File: src/rtl/request_issue_pkg.sv
// rtl/request_issue_pkg.sv - shared state encoding and default sizing for the request issue unit
package request_issue_pkg;

  localparam int DEFAULT_ENTRY_WIDTH     = 32;
  localparam int DEFAULT_MAX_OUTSTANDING = 4;
  localparam int DEFAULT_CTR_WIDTH       = 3;

  typedef enum logic [1:0] {
    IDLE        = 2'd0,
    ISSUE       = 2'd1,
    CREDIT_WAIT = 2'd2,
    DRAIN       = 2'd3
  } state_e;

endpackage

File: src/rtl/outstanding_counter.sv
// rtl/outstanding_counter.sv - saturating up/down count of issued requests awaiting a response
module outstanding_counter
  import request_issue_pkg::*;
#(
  parameter int MAX_COUNT = DEFAULT_MAX_OUTSTANDING,
  parameter int WIDTH     = DEFAULT_CTR_WIDTH
) (
  input  logic             clk_in,
  input  logic             reset_in,
  input  logic             inc_in,
  input  logic             dec_in,
  output logic [WIDTH-1:0] count_out,
  output logic [WIDTH-1:0] count_next_out,
  output logic             underflow_out
);

  localparam logic [WIDTH-1:0] MAX_VAL = WIDTH'(MAX_COUNT);

  logic [WIDTH-1:0] count_q;
  logic [WIDTH-1:0] count_d;
  logic             dec_ok;

  // A decrement at zero is dropped; the caller flags it as a protocol error.
  assign dec_ok        = dec_in && (count_q != '0);
  assign underflow_out = dec_in && (count_q == '0);

  always_comb begin
    count_d = count_q;
    if (inc_in && !dec_ok) begin
      if (count_q < MAX_VAL) begin
        count_d = count_q + WIDTH'(1);
      end
    end else if (dec_ok && !inc_in) begin
      count_d = count_q - WIDTH'(1);
    end
  end

  always_ff @(posedge clk_in) begin
    if (reset_in) begin
      count_q <= '0;
    end else begin
      count_q <= count_d;
    end
  end

  assign count_out      = count_q;
  assign count_next_out = count_d;

endmodule

File: src/rtl/request_issue_unit.sv
// rtl/request_issue_unit.sv - single-slot issue stage between a request fifo and a credited downstream consumer
module request_issue_unit
  import request_issue_pkg::*;
#(
  parameter int SINGLE_ENTRY_WIDTH_IN_BITS    = DEFAULT_ENTRY_WIDTH,
  parameter int MAX_OUTSTANDING               = DEFAULT_MAX_OUTSTANDING,
  parameter int OUTSTANDING_CTR_WIDTH_IN_BITS = DEFAULT_CTR_WIDTH
) (
  input  logic                                     clk_in,
  input  logic                                     reset_in,
  input  logic [SINGLE_ENTRY_WIDTH_IN_BITS-1:0]    request_in,
  input  logic                                     request_valid_in,
  output logic                                     issue_ack_out,
  output logic [SINGLE_ENTRY_WIDTH_IN_BITS-1:0]    request_out,
  output logic                                     request_valid_out,
  input  logic                                     issue_ack_in,
  input  logic                                     response_valid_in,
  input  logic                                     flush_in,
  output logic [OUTSTANDING_CTR_WIDTH_IN_BITS-1:0] outstanding_count_out,
  output logic                                     is_idle_out,
  output logic                                     protocol_error_out
);

  localparam int CW = OUTSTANDING_CTR_WIDTH_IN_BITS;
  localparam logic [CW:0] MAX_EXT = (CW+1)'(MAX_OUTSTANDING);

  state_e                                  state_q, state_d;
  logic                                    slot_valid_q, slot_valid_d;
  logic [SINGLE_ENTRY_WIDTH_IN_BITS-1:0]   slot_data_q, slot_data_d;
  logic                                    error_q, error_d;

  logic          down_xfer;
  logic          pop;
  logic          credit_ok;
  logic          underflow;
  logic [CW-1:0] count_q;
  logic [CW-1:0] count_next;
  logic [CW:0]   committed;

  // A flush discards the held entry, so it never counts as a transfer.
  assign down_xfer = slot_valid_q && issue_ack_in && !flush_in;

  outstanding_counter #(
    .MAX_COUNT (MAX_OUTSTANDING),
    .WIDTH     (CW)
  ) u_outstanding_counter (
    .clk_in         (clk_in),
    .reset_in       (reset_in),
    .inc_in         (down_xfer),
    .dec_in         (response_valid_in),
    .count_out      (count_q),
    .count_next_out (count_next),
    .underflow_out  (underflow)
  );

  // Credits already committed after this edge: outstanding plus a slot that stays full.
  assign committed = {1'b0, count_next} + {{CW{1'b0}}, (slot_valid_q && !down_xfer)};
  assign credit_ok = committed < MAX_EXT;

  assign pop = request_valid_in && !flush_in && !reset_in && (state_q != DRAIN)
               && (!slot_valid_q || down_xfer) && credit_ok;

  always_comb begin
    state_d      = state_q;
    slot_valid_d = slot_valid_q;
    slot_data_d  = slot_data_q;
    error_d      = error_q | underflow;
    if (flush_in) begin
      state_d      = DRAIN;
      slot_valid_d = 1'b0;
      slot_data_d  = '0;
    end else if (state_q == DRAIN) begin
      if (count_q == '0) begin
        state_d = IDLE;
      end
    end else if (pop) begin
      state_d      = ISSUE;
      slot_valid_d = 1'b1;
      slot_data_d  = request_in;
    end else if (slot_valid_q && !down_xfer) begin
      state_d = ISSUE;
    end else begin
      slot_valid_d = 1'b0;
      state_d      = (request_valid_in && !credit_ok) ? CREDIT_WAIT : IDLE;
    end
  end

  always_ff @(posedge clk_in) begin
    if (reset_in) begin
      state_q      <= IDLE;
      slot_valid_q <= 1'b0;
      slot_data_q  <= '0;
      error_q      <= 1'b0;
    end else begin
      state_q      <= state_d;
      slot_valid_q <= slot_valid_d;
      slot_data_q  <= slot_data_d;
      error_q      <= error_d;
    end
  end

  assign issue_ack_out         = pop;
  assign request_out           = slot_data_q;
  assign request_valid_out     = slot_valid_q;
  assign outstanding_count_out = count_q;
  assign is_idle_out           = (state_q == IDLE) && (count_q == '0);
  assign protocol_error_out    = error_q;

endmodule

File: config.mk
export PLATFORM = sky130hd
export DESIGN_NAME = request_issue_unit
export DESIGN_NICKNAME = d
export VERILOG_FILES = /design/src/rtl/request_issue_pkg.sv /design/src/rtl/outstanding_counter.sv /design/src/rtl/request_issue_unit.sv
export SDC_FILE = /design/constraint.sdc
export NUM_CORES = 1
export LEC_CHECK = 0
export ABC_AREA = 1
export CAP_MARGIN = 20
export CORE_ASPECT_RATIO = 0.9
export CORE_MARGIN = 4
export CORE_UTILIZATION = 44
export CTS_BUF_LIST = sky130_fd_sc_hd__clkbuf_8
export DETAILED_ROUTE_END_ITERATION = 10
export PLACE_DENSITY = 0.83
export SYNTH_ARGS = -nofsm -noshare
export SYNTH_HDL_FRONTEND = slang
export SYNTH_SLANG_ARGS = --single-unit
File: constraint.sdc
create_clock -name clk_in -period 2.65 [get_ports clk_in]
set_clock_uncertainty 0.1 [all_clocks]
set_input_delay 0.3975 -clock clk_in [delete_from_list [all_inputs] [get_ports clk_in]]
set_output_delay 0.3975 -clock clk_in [all_outputs]
set_load 0.02 [all_outputs]
==> impl_metrics.json <==
{
  "min_to": "protocol_error_out$_SDFF_PP0_",
  "grt_pass1_wl_um": 6620,
  "synth-main-ff-cell": "dfxtp_1",
  "cts_tree": "done",
  "synth_seq_area_share_pct": 43.1,
  "diodes": 0,
  "synth-seq-cells": 39,
  "cpLargestDelayFamily": "simple AND/OR/NAND/NOR gates",
  "drt_iter0_drc": 55,
  "power_w": 0.00163,
  "clkTransAtPathRegs_ps": 70,
  "setup_ws_ps": 214,
  "viasPerCell": 4.78,
  "ys_async_sr_fraction_pct": 0,
  "final_core_util_pct": 70.4,
  "rows": 21,
  "power_density_nw_per_um2": 602,
  "r2r_end": "request_out[21]$_SDFFE_PP0P_",
  "hold_path_class": "reg2reg",
  "area_growth_pct": 49.2,
  "antenna_found_initial": 0,
  "reg2reg_depth": 12,
  "grt_usage_pct": 17.2,
  "drtAntennaViolNets": 0,
  "start_util_pct": 47.2,
  "avgSynthCellArea_um2": 8.83,
  "yosysTopAreaCellShare_pct": 43.1,
  "setup_viol": 0,
  "place_hpwl_um": 3020,
  "pin_count": 77,
  "avgRoutedWirePerCell_um": 12.7,
  "drc": 0,
  "grt_pass1_vias": 1521,
  "irDropWorstVdd_mv": 0.331,
  "crit_buf_inv": 3,
  "synth_most_common_cell": "nand2_1",
  "worst_pin_slew_ps": 515,
  "nNetsFinal": 331,
  "post_cts.repair.setup_buffers": 0,
  "grt_max_degree": 35,
  "fin_crit_ps": 2440,
  "slowest_stage": "dfxtp_1",
  "die_area_um2": 5210,
  "synth_area_leaders": "dfxtp_1 (43%), a21oi_2 (15%), nand2_2 (10%), nand2_1 (10%), buf_12 (3.3%)",
  "dr_total_vias": 1611,
  "maxSlewHeadroom_pct": 65.7,
  "cp-end-kind": "output port",
  "hold_depth": 2,
  "synth_common_cells": "nand2_1 (48), dfxtp_1 (39), a21oi_2 (30), nand2_2 (30)",
  "fp.coreArea_um2": 3840,
  "clk_latency_ps": 290,
  "finalInstanceArea_um2": 2700,
  "reg2reg_from": "u_outstanding_counter.count_out[0]$_SDFF_PP0_",
  "clock_sinks": 39,
  "firstDrtPassIters": 4,
  "multiInputGateArea_um2": 892,
  "required_ps": 2150,
  "placed_area_um2": 2630,
  "yosys.area.top_type": "dfxtp_1",
  "die_h_um": 68.9,
  "cts_buffers": 5,
  "drv_slew": 0,
  "synth_edf_count": 0,
  "min-delay-start": "protocol_error_out$_SDFF_PP0_",
  "regArea_um2": 781,
  "nFillCells": 348,
  "arrival_ps": 1940,
  "place_congestion": 0.808,
  "total_leakage_power_nw": 0.954,
  "worst_setup_path_start_kind": "flop",
  "tns_ps": 0,
  "drive_gt1_share_pct": 31.6,
  "drt-total-wl_um": 4260,
  "synthesis.area_um2": 1810,
  "maxCapViolCount": 0,
  "fmax_mhz": 410,
  "max_stage_delay_ps": 390,
  "syn-num-nets": 246,
  "cts_max_level": 2,
  "cts-root-buf": "clkbuf_8",
  "grt_overflow": 0,
  "setup.worst_path.class": "reg2out",
  "portBuffers": 76,
  "post-place-ws_ps": -140,
  "r2r_slack_ps": 360,
  "cp_max_fo": 4,
  "status": "completed",
  "post_synth_num_cell_types": 27,
  "dieWidth_um": 75.6,
  "period_share_pct": 91.9,
  "rsz0062_at_grt": "no",
  "ys_warn_count": 0,
  "synth_cells": 205,
  "cts_max_path_buffers": 2,
  "crit_top_cell": "nand2_4",
  "hold_violations": 0,
  "worstPathCellList": "inv_1 > ha_1 > nand2_4 > nand2_4 > nor2_4 > o21ai_1 > a21oi_2 > nand3_4 > inv_4 > clkbuf_2"
}
-- state kept, by name, indices dropped and copies added, names as in the netlist --
signal,cells
request_valid_out,1
state_q,2
protocol_error_out,1
request_out,32
u_outstanding_counter.count_out,3
-- layout by cell type, fill, tap and decap left out, types with 2 or more instances in the layout --
| master | synthesis | layout |
|---|---|---|
| nor2_2 | 2 | 2 |
| nand2_2 | 30 | 30 |
| clkdlybuf4s50_1 | 0 | 75 |
| buf_4 | 0 | 11 |
| nand2_1 | 48 | 48 |
| a21oi_2 | 30 | 30 |
| clkbuf_8 | 0 | 5 |
| ha_1 | 3 | 3 |
| nand2_4 | 2 | 2 |
| dfxtp_1 | 39 | 39 |
| a21oi_1 | 8 | 8 |
| nand3_1 | 8 | 8 |
| nor2_4 | 3 | 3 |
| inv_2 | 3 | 3 |
| inv_1 | 8 | 10 |
-- where the power goes --
part / switching (W) / total [W] / internal [W]
Clock: 0.000202 / 0.000379 / 0.000177
Sequential: 0.0000274 / 0.000651 / 0.000623
Combinational: 0.000337 / 0.000597 / 0.000260
Total: 0.000566 / 0.00163 / 0.00106
-- cell families after synthesis --
group | count (synthesis) | share of synthesized area [%]
AO/OA/AOI/OAI | 42 | 18.0
XOR/XNOR | 1 | 0.484
adder cells (fa/ha/maj) | 3 | 2.07
buffers and inverters | 22 | 7.60
flip-flops | 39 | 43.1
AND/OR/NAND/NOR | 98 | 28.7
-- metal layers --
metal,global-route usage [%],wire [um],vias to the layer above,share of wire [%]
met5,0,0,-,0
met4,5.24,50,0,1.2
met3,10.0,524,6,12
met2,28.3,1910,55,45
met1,18.6,1780,726,42
li1,-,-,824,-
-- worst max path at each step --
stage	from	endpoint	slack (ps)	depth (start not counted)
2_1_floorplan	u_outstanding_counter.count_out[0]$_SDFF_PP0_	issue_ack_out	450	10
3_3_place_gp	issue_ack_in	issue_ack_out	-120	10
3_5_place_dp	issue_ack_in	issue_ack_out	-140	10
4_1_cts	u_outstanding_counter.count_out[0]$_SDFF_PP0_	issue_ack_out	20	10
5_1_grt	u_outstanding_counter.count_out[0]$_SDFF_PP0_	issue_ack_out	110	10
6_report	u_outstanding_counter.count_out[0]$_SDFF_PP0_	issue_ack_out	210	10
-- per-stage QoR --
stage | std cells | hold WS (ps)
floorplan | 205 | 367
global placement | 329 | 338
detailed placement | 329 | 340
CTS | 337 | 351
global route | 337 | 378
finish | 337 | 350
-- worst register-to-register path: cells and delay by family, from the launching register on --
kind	cells	cell delay, ps
adder cells (fa/ha/maj)	1	250
flip-flops	1	390
AND/OR/NAND/NOR	5	500
AO/OA/AOI/OAI	3	410
buffers and inverters	3	570
-- cell type report --
class                           count  share of cell area (%)
Multi-Input combinational cell    144                    33.0
Clock buffer                        5                    2.55
Timing Repair Buffer               87                    31.0
Tap cell                           46                    2.13
Clock inverter                      3                   0.463
Sequential cell                    39                    28.9
Inverter                           13                    1.90
-- timing repair --
item                       CTS  global route
setup endpoints to repair    1             1
gates resized for setup      1             2
hold buffers                 0             0
(Power assumes the default switching activity.)
